File: src/rtl/turing_unary_alu.sv
// Single-tape unary Turing-machine ALU: ADD (a+b) or SUB (monus) on a
// unary-encoded tape, followed by a scan that counts the result into binary.
// Optional macro TURING_STEPCNT_EN adds a saturating 16-bit step counter
// output (steps) covering the compute states.
module turing_unary_alu #(
    parameter int unsigned W = 3,
    localparam int unsigned TAPE_LEN = 2 * (2 ** W) + 3
) (
    input  logic                clk,
    input  logic                rst,
    input  logic                start,
    input  logic                mode,
    input  logic [W-1:0]        a,
    input  logic [W-1:0]        b,
    output logic                busy,
    output logic                done,
    output logic [W:0]          c,
    output logic                borrow,
    output logic [TAPE_LEN-1:0] seq
`ifdef TURING_STEPCNT_EN
    ,
    output logic [15:0]         steps
`endif
);

    localparam int unsigned HW = $clog2(TAPE_LEN);
    localparam int unsigned OW = $clog2(TAPE_LEN + 1);
    localparam logic [HW-1:0] LAST_CELL = HW'(TAPE_LEN - 1);

    typedef enum logic [3:0] {
        IDLE,
        AD_ERASE,
        AD_SCANA,
        AD_SCANB,
        AD_TRIM,
        SB_SEEK,
        SB_PRE,
        SB_FWD,
        SB_FIND,
        SB_EB,
        SB_BACK,
        SB_FA,
        COUNT
    } state_t;

    state_t              state_q, state_d;
    logic [TAPE_LEN-1:0] seq_q, seq_d;
    logic [HW-1:0]       head_q, head_d;
    logic [OW-1:0]       ones_q, ones_d;
    logic [W:0]          c_q, c_d;
    logic                borrow_q, borrow_d;
    logic                busy_q, busy_d;
    logic                done_q, done_d;
    logic                last_q, last_d;
`ifdef TURING_STEPCNT_EN
    logic [15:0]         steps_q, steps_d;
`endif

    logic [HW-1:0]       hp1, hm1;
    logic                cur, nxt, prv;
    logic [OW-1:0]       total;
    logic [TAPE_LEN-1:0] load_tape;

    // Neighbouring cell reads around the head, guarded at the tape ends
    always_comb begin
        hp1   = head_q + HW'(1);
        hm1   = head_q - HW'(1);
        cur   = seq_q[head_q];
        nxt   = (head_q < LAST_CELL) ? seq_q[hp1] : 1'b0;
        prv   = (head_q != '0) ? seq_q[hm1] : 1'b0;
        total = ones_q + OW'(cur);
    end

    // Initial tape image: 0, a+1 ones, 0, b+1 ones, zeros
    always_comb begin
        load_tape = (((TAPE_LEN'(1) << (32'(a) + 32'd1)) - TAPE_LEN'(1)) << 1)
                  | (((TAPE_LEN'(1) << (32'(b) + 32'd1)) - TAPE_LEN'(1)) << (32'(a) + 32'd3));
    end

    // Next-state, tape action and output computation
    always_comb begin
        state_d  = state_q;
        seq_d    = seq_q;
        head_d   = head_q;
        ones_d   = ones_q;
        c_d      = c_q;
        borrow_d = borrow_q;
        busy_d   = busy_q;
        done_d   = 1'b0;
        last_d   = last_q;

        case (state_q)
            IDLE: begin
                if (start) begin
                    seq_d    = load_tape;
                    head_d   = HW'(1);
                    borrow_d = 1'b0;
                    busy_d   = 1'b1;
                    last_d   = 1'b0;
                    state_d  = mode ? SB_SEEK : AD_ERASE;
                end
            end
            AD_ERASE: begin
                seq_d[head_q] = 1'b0;
                head_d        = hp1;
                state_d       = AD_SCANA;
            end
            AD_SCANA: begin
                head_d = hp1;
                if (!cur) begin
                    seq_d[head_q] = 1'b1;
                    state_d       = AD_SCANB;
                end
            end
            AD_SCANB: begin
                if (cur) begin
                    head_d = hp1;
                end else begin
                    head_d  = hm1;
                    state_d = AD_TRIM;
                end
            end
            AD_TRIM: begin
                seq_d[head_q] = 1'b0;
                head_d        = '0;
                ones_d        = '0;
                state_d       = COUNT;
            end
            SB_SEEK: begin
                head_d = hp1;
                if (!cur) begin
                    state_d = SB_PRE;
                end
            end
            SB_PRE: begin
                seq_d[head_q] = 1'b0;
                if (!nxt) begin
                    head_d  = '0;
                    ones_d  = '0;
                    state_d = COUNT;
                end else begin
                    state_d = SB_FWD;
                end
            end
            SB_FWD: begin
                if (head_q == LAST_CELL) begin
                    state_d = SB_FIND;
                end else begin
                    head_d = hp1;
                end
            end
            SB_FIND: begin
                if (cur) begin
                    state_d = SB_EB;
                end else begin
                    head_d = hm1;
                end
            end
            SB_EB: begin
                seq_d[head_q] = 1'b0;
                last_d        = !prv;
                head_d        = hm1;
                state_d       = SB_BACK;
            end
            SB_BACK: begin
                if (head_q == '0) begin
                    state_d = SB_FA;
                end else begin
                    head_d = hm1;
                end
            end
            SB_FA: begin
                if (!cur) begin
                    head_d = hp1;
                end else begin
                    if (nxt) begin
                        seq_d[head_q] = 1'b0;
                    end else begin
                        borrow_d = 1'b1;
                    end
                    if (last_q) begin
                        head_d  = '0;
                        ones_d  = '0;
                        state_d = COUNT;
                    end else begin
                        state_d = SB_FWD;
                    end
                end
            end
            COUNT: begin
                ones_d = total;
                if (head_q == LAST_CELL) begin
                    c_d     = (W+1)'(total - OW'(1));
                    done_d  = 1'b1;
                    busy_d  = 1'b0;
                    state_d = IDLE;
                end else begin
                    head_d = hp1;
                end
            end
            default: begin
                state_d = IDLE;
            end
        endcase
    end

`ifdef TURING_STEPCNT_EN
    // Saturating count of compute-state cycles, cleared on accepted start
    always_comb begin
        steps_d = steps_q;
        if (state_q == IDLE) begin
            if (start) begin
                steps_d = '0;
            end
        end else if (state_q != COUNT && steps_q != 16'hFFFF) begin
            steps_d = steps_q + 16'd1;
        end
    end

    // Step counter register
    always_ff @(posedge clk or negedge rst) begin
        if (!rst) begin
            steps_q <= '0;
        end else begin
            steps_q <= steps_d;
        end
    end

    assign steps = steps_q;
`endif

    // State, tape and output registers
    always_ff @(posedge clk or negedge rst) begin
        if (!rst) begin
            state_q  <= IDLE;
            seq_q    <= '0;
            head_q   <= '0;
            ones_q   <= '0;
            c_q      <= '0;
            borrow_q <= 1'b0;
            busy_q   <= 1'b0;
            done_q   <= 1'b0;
            last_q   <= 1'b0;
        end else begin
            state_q  <= state_d;
            seq_q    <= seq_d;
            head_q   <= head_d;
            ones_q   <= ones_d;
            c_q      <= c_d;
            borrow_q <= borrow_d;
            busy_q   <= busy_d;
            done_q   <= done_d;
            last_q   <= last_d;
        end
    end

    assign busy   = busy_q;
    assign done   = done_q;
    assign c      = c_q;
    assign borrow = borrow_q;
    assign seq    = seq_q;

endmodule

File: config.mk
export PLATFORM = sky130hd
export DESIGN_NAME = turing_unary_alu
export DESIGN_NICKNAME = d
export VERILOG_FILES = /design/src/rtl/turing_unary_alu.sv
export SDC_FILE = /design/constraint.sdc
export NUM_CORES = 1
export LEC_CHECK = 0
export CAP_MARGIN = 40
export CORE_MARGIN = 3
export CORE_UTILIZATION = 45
export DETAILED_ROUTE_END_ITERATION = 6
export PLACE_DENSITY_LB_ADDON = 0.2
export SETUP_SLACK_MARGIN = 0.1
export SLEW_MARGIN = 15
export SYNTH_ARGS = -nofsm -noshare
export SYNTH_HDL_FRONTEND = slang
export SYNTH_SLANG_ARGS = --single-unit
File: constraint.sdc
create_clock -name clk -period 4.13 [get_ports clk]
set_input_delay 0.826 -clock clk [delete_from_list [all_inputs] [get_ports clk]]
set_output_delay 0.826 -clock clk [all_outputs]
set_load 0.01 [all_outputs]
==> results.json <==
{
  "rsz0062_at_grt": "false",
  "netlist_area_um2": 4720,
  "cts_setup_buffers": 0,
  "final.period_utilization_pct": 87.6,
  "timing.rr.start": "head_q[1]$_DFFE_PN0P_",
  "synth_mux_area_share_pct": 10.1,
  "synthTopCellsByCount": "nand2_1, a21oi_1, nor2_1, o21ai_0, dfrtp_1",
  "maxCapViolCount": 0,
  "numCtsBuffers": 5,
  "grt_pass1_wl_mm": 24.4,
  "avgRoutedWirePerCell_um": 19.0,
  "worst-r2r-cell-count": 9,
  "gr-usage-all-layers_pct": 26.0,
  "maxSlewViolCount": 0,
  "synth-seq-area-share_pct": 21.2,
  "die_h_um": 108,
  "synth_top_family_by_area": "compound AO/OA/AOI/OAI gates",
  "ant_nets": 0,
  "power.density_nw_per_um2": 784,
  "grt_pass1_vias": 4613,
  "dieWidth_um": 108,
  "synth-xor-area-share_pct": 3.53,
  "syn_area_per_cell_um2": 7.37,
  "cts_resized": 0,
  "hold_class": "input port to async pin",
  "clock_latency_ns": 0.31,
  "cp.required_ns": 4.31,
  "skew_ns": 0.00801,
  "synth_top_area_cell": "dfrtp_1",
  "area_growth_pct": 13.7,
  "io_buffers": 35,
  "end_kind": "flip-flop",
  "antenna_found_initial": 0,
  "core_um2": 10000,
  "synth_edf_count": 0,
  "drcViolationCount": 0,
  "arrival_ns": 3.79,
  "setup-violations-final": 0,
  "rows": 36,
  "cts-root-buf": "clkbuf_8",
  "cts_num_sinks": 40,
  "drt-pass1-iter-count": 7,
  "ir_drop_uv": 349,
  "crit_fanout": 16,
  "cp-start-kind": "input port",
  "grt_max_degree": 33,
  "nets": 688,
  "startpoint": "a[0]",
  "nFillCells": 972,
  "reg2reg_slack_ns": 0.69,
  "synth_ff_type": "dfrtp_1",
  "stdcell_area_um2": 5360,
  "placed_area_um2": 5250,
  "synthCells": 640,
  "fin_crit_ns": 3.62,
  "die_area_um2": 11700,
  "viasPerCell": 6.49,
  "max_freq_mhz": 276,
  "drt_wl_total_mm": 15.1,
  "post-dp-hpwl_mm": 11.4,
  "ctsHoldBuffers": 0,
  "ioPinCount": 36,
  "synthArstFlopShare_pct": 100,
  "synth_simple_gate_area_share_pct": 21.9,
  "slew_headroom_pct": 46.8,
  "timing.rr.end": "head_q[1]$_DFFE_PN0P_",
  "finalHoldViolCount": 0,
  "drt_iter0_drc": 697,
  "ys_types": 77,
  "synth_fa_ha_area_share_pct": 4.24,
  "cts_buffer_depth": 2,
  "gr-total-overflow": 0,
  "yosysTopAreaCellShare_pct": 21.2,
  "status": "finished clean",
  "htree_levels": 2,
  "yosysMostFrequentCell": "nand2_1",
  "drive_gt1_share_pct": 10.1,
  "tns_ns": 0,
  "n_antenna_cell": 0,
  "ys_top_cells_by_area": "dfrtp_1, a21oi_1, nand2_1, nor2_1, o21ai_0",
  "crit_type": "input port to flip-flop",
  "vias": 5167,
  "yosys_warnings": 0,
  "tightest_slew_ns": 0.798,
  "path_clk_slew_ns": 0.09,
  "start_util_pct": 47.2,
  "place.gp.congestion": 0.992,
  "cts_tree": "yes",
  "synth_compound_gate_area_share_pct": 32.7,
  "cellLeakagePower_nw": 2.09,
  "ys_ff_latch": 40,
  "mappedNetlistNets": 666
}
==> power breakdown <==
part	leakage (nW)	internal [mW]	switching, mW
combinational	1.55	1.29	1.72
clock	0.0548	0.182	0.164
sequential	0.487	0.546	0.299
total	2.09	2.02	2.18
==> state kept, by name (all words and copies together) (netlist names) <==
register and cells:
borrow 1, state_q 4, c 4, last_q 1, done 1, seq 19
busy 1, head_q 5, ones_q 4
==> stage by stage <==
step	power [mW]	setup slack (ns)	hold slack, ns	cells	util (%)
floorplan	2.92	0.903	0.456	640	-
global placement	3.76	0.249	0.470	787	52.3
detailed placement	3.79	0.240	0.481	788	52.5
CTS	4.15	0.544	0.371	796	53.6
global route	4.53	0.288	0.380	796	53.6
finish	4.20	0.513	0.367	796	53.6
==> layout make-up <==
class	count	area [µm²]	share of cell area (%)
clock buffers	5	68.8	1.28
clock inverters	3	46.3	0.863
well taps	133	166	3.10
multi-input cells	528	3430	63.9
flip-flops and latches	40	1000	18.7
repair buffers	62	561	10.5
inverters	25	93.8	1.75
==> routing by layer <==
metal,routed length [µm],track usage (%),vias up
met5,0,0,-
met4,284,6.85,0
met3,1360,2.99,27
met2,6710,40.0,267
met1,6780,38.8,2444
li1,-,-,2429
==> worst max-delay path, stage by stage <==
cell and delay [ns]:
clkdlybuf4s50_1 0.67, inv_1 0.20, ha_1 0.66, and3b_1 0.25, a21oi_1 0.04, o2bb2a_1 0.32
a31oi_1 0.36, o221ai_1 0.21, o21ai_0 0.17, o21ai_0 0.09
==> cells by family after synthesis <==
kind of cell	count (synthesis)
muxes	33
and+or+nand+nor	224
AOI/OAI and AO/OA	235
buffers and inverters	72
xor gates and xnor gates	19
adders and majority gates	16
DFF	40
other	1
==> worst max-delay path by stage <==
| stage | to | slack [ns] | cells past startpoint |
|---|---|---|---|
| 2_1_floorplan | seq[13]$_DFFE_PN0P_ | 0.90 | 12 |
| 3_3_place_gp | seq[4]$_DFFE_PN0P_ | 0.25 | 11 |
| 3_5_place_dp | seq[4]$_DFFE_PN0P_ | 0.24 | 11 |
| 4_1_cts | seq[4]$_DFFE_PN0P_ | 0.54 | 11 |
| 5_1_grt | seq[4]$_DFFE_PN0P_ | 0.29 | 11 |
| 6_report | seq[6]$_DFFE_PN0P_ | 0.51 | 10 |
==> cell usage in the layout, fill, tap and decap left out, types with 9 or more instances in the layout <==
cell type and n:
inv_1 25, xnor2_1 12, dfrtp_1 40, nor3_1 18
clkdlybuf4s50_1 34, a21oi_1 70, o22ai_1 9, nand3_1 20
nor2_1 64, o211ai_1 10, nand2_1 75, mux4_2 10
ha_1 16, a31oi_1 15, buf_4 26, o21ai_0 47
a211oi_1 9, mux2i_1 18
Power figures use the tool's default switching activity.
==> patch, RTL diff (config.mk and constraints unchanged) <==
Take the reset off `c_q` and load it in a clocked block of its own.
--- a/src/rtl/turing_unary_alu.sv
+++ b/src/rtl/turing_unary_alu.sv
@@ -236,7 +236,6 @@
             seq_q    <= '0;
             head_q   <= '0;
             ones_q   <= '0;
-            c_q      <= '0;
             borrow_q <= 1'b0;
             busy_q   <= 1'b0;
             done_q   <= 1'b0;
@@ -246,7 +245,6 @@
             seq_q    <= seq_d;
             head_q   <= head_d;
             ones_q   <= ones_d;
-            c_q      <= c_d;
             borrow_q <= borrow_d;
             busy_q   <= busy_d;
             done_q   <= done_d;
@@ -254,6 +252,10 @@
         end
     end
 
+    always_ff @(posedge clk) begin
+        c_q <= c_d;
+    end
+
     assign busy   = busy_q;
     assign done   = done_q;
     assign c      = c_q;
Formal check against the unedited RTL: same outputs for any inputs over 4 cycles, from zero or initial values and one cycle with rst low; that may be too few to reach the edited logic, so the function may still have changed.
==> patch against the original RTL <==
- sequential cell count did not move
- final cell count decreased by 4.1%
- setup slack better by 21 ps
- synthesized area rose by 2.3%
- worst hold slack better by 58 ps
- critical path depth is the same
- sequential power about the same
- sequential share of layout area increased by 0.17 points
- clock skew down 2.5 ps
- synthesized cell count is 4.5% lower
- routed wire length rose by 0.86%
- design area grew 1.1%
- total power rose by 3.8%
- highest routed layer unchanged
==> patch: results (changes against the original RTL) <==
[run_status]
status = complete, no violations

[grt]
grt_max_degree = 37  ; +12%
antenna_found_initial = 0  ; unchanged
grt_pass1_vias = 4819  ; +4.5%
grt_usage_pct = 26.52  ; +0.49 points
grt_pass1_wl_mm = 25.47  ; +4.4%

[finish]
layout.nets = 652  ; -5.2%
diodes = 0  ; unchanged
drive_gt1_share_pct = 11.80  ; +1.7 points
largest_reg_flops = 19  ; unchanged

[critical_path]
slowest_delay_ps = 660
arrival_ps = 3790  ; about the same
crit_slowest_cell = clkdlybuf4s50_1
path_max_fanout = 10  ; -6
cp_top_family = compound AO/OA/AOI/OAI gates

[detailed_routing]
wl_per_cell_um = 20.01  ; +5.2%
vias_per_cell = 6.560  ; +1.1%
drtIter0Drc = 433  ; -38%
firstDrtPassIters = 5  ; -2

[logic_synthesis]
synth_area_leaders = dfrtp_1 (19%), a21oi_1 (6.1%), mux4_2 (4.7%), mux2i_1 (4.4%), ha_1 (4.2%)
synth-async-reset-ratio_pct = 90.00  ; -10 points
synth_edf_count = 4  ; +4
synthDistinctLibCells = 85  ; +10%
synth_seq_area_share_pct = 21.17  ; -0.053 points
syn_nets = 637  ; -4.4%
synth_warnings = 0  ; unchanged
ys_top_cells_by_count = a21oi_1 (59), nand2_1 (48), nor2_1 (40), o21ai_0 (40), dfrtp_1 (36)

[power_and_ir_drop]
total_leakage_power_nw = 2.071  ; -0.76%
ir_drop_mv = 0.3211  ; -8.0%

[cts]
root_buffer = clkbuf_8
cts_made_buffers = 5  ; unchanged
clock_latency_ps = 300
ctsHtreeMaxLevel = 2  ; unchanged
postCtsSetupBuffers = 0  ; unchanged
clk_pin_slew_ps = 80
ctsResizeCount = 0  ; unchanged
cts_max_path_buffers = 2  ; unchanged

[worst_hold_path]
min_path_type = primary input to asynchronous set/reset pin

[sta]
clock_skew_ps = 5.536  ; -2.472 ps
slew_headroom_pct = 42.85  ; -4.0 points

[place]
gp_congestion = 0.9672  ; -2.5%
port_buffers = 35  ; unchanged
dp_hpwl_mm = 11.59  ; +2.0%

[job]
max_cap_viol_count = 0  ; unchanged

patch: cell type report:
class | instances | area, um^2
sequential | 40 | 1021
clock inverter | 2 | 35.03
tap | 136 | 170.2
multi-input combinational | 496 | 3478
inverter | 22 | 82.58
timing repair buffer | 61 | 560.5
fill | 1023 | 4950
clock buffer | 6 | 72.57
patch: power breakdown:
group	total [mW]	internal [mW]	switching, mW
Combinational	3.18	1.39	1.79
Clock	0.328	0.180	0.148
Sequential	0.847	0.555	0.293
patch: worst paths after layout:
path                                 from          to  slack [ps]  cells after the start
worst max-delay path                 a[1]     seq[17]         530                     10
worst min-delay path                  rst  state_q[3]         430                      1
worst max register to register  head_q[0]      seq[8]         880                     10
worst min register to register  ones_q[0]   ones_q[0]         530                      1
max in group asynchronous             rst        busy        3260                      2
min in group clk                ones_q[0]   ones_q[0]         530                      1
patch: metrics by stage:
step | hold slack, ps | utilization [%] | std cells | worst slack [ps] | instance area (um^2)
floorplan | 472.5 | - | 611 | 791.8 | 4823
global placement | 495.2 | 50.97 | 754 | 365.4 | 5285
detailed placement | 519.7 | 50.97 | 754 | 220.3 | 5285
CTS | 533.9 | 52.00 | 762 | 539.8 | 5393
global route | 437.1 | 52.27 | 763 | 249.5 | 5420
finish | 425.6 | 52.27 | 763 | 533.4 | 5420
patch: cells by family after synthesis:
logic type,share of synthesized area (%)
simple gates,20.03
compound gates,34.24
buf+inv,6.718
other cells,0.07775
flops,21.17
mux,10.19
fa+ha+maj,4.150
xor+xnor,3.424
patch: routing by layer:
metal | vias to the layer above | share of wire, % | track usage (%)
li1 | 2369 | - | -
met1 | 2409 | 42 | 34.90
met2 | 198 | 50 | 45.07
met4 | 0 | 2.6 | 8.994
met5 | - | 0 | 0
met3 | 29 | 6.2 | 3.053
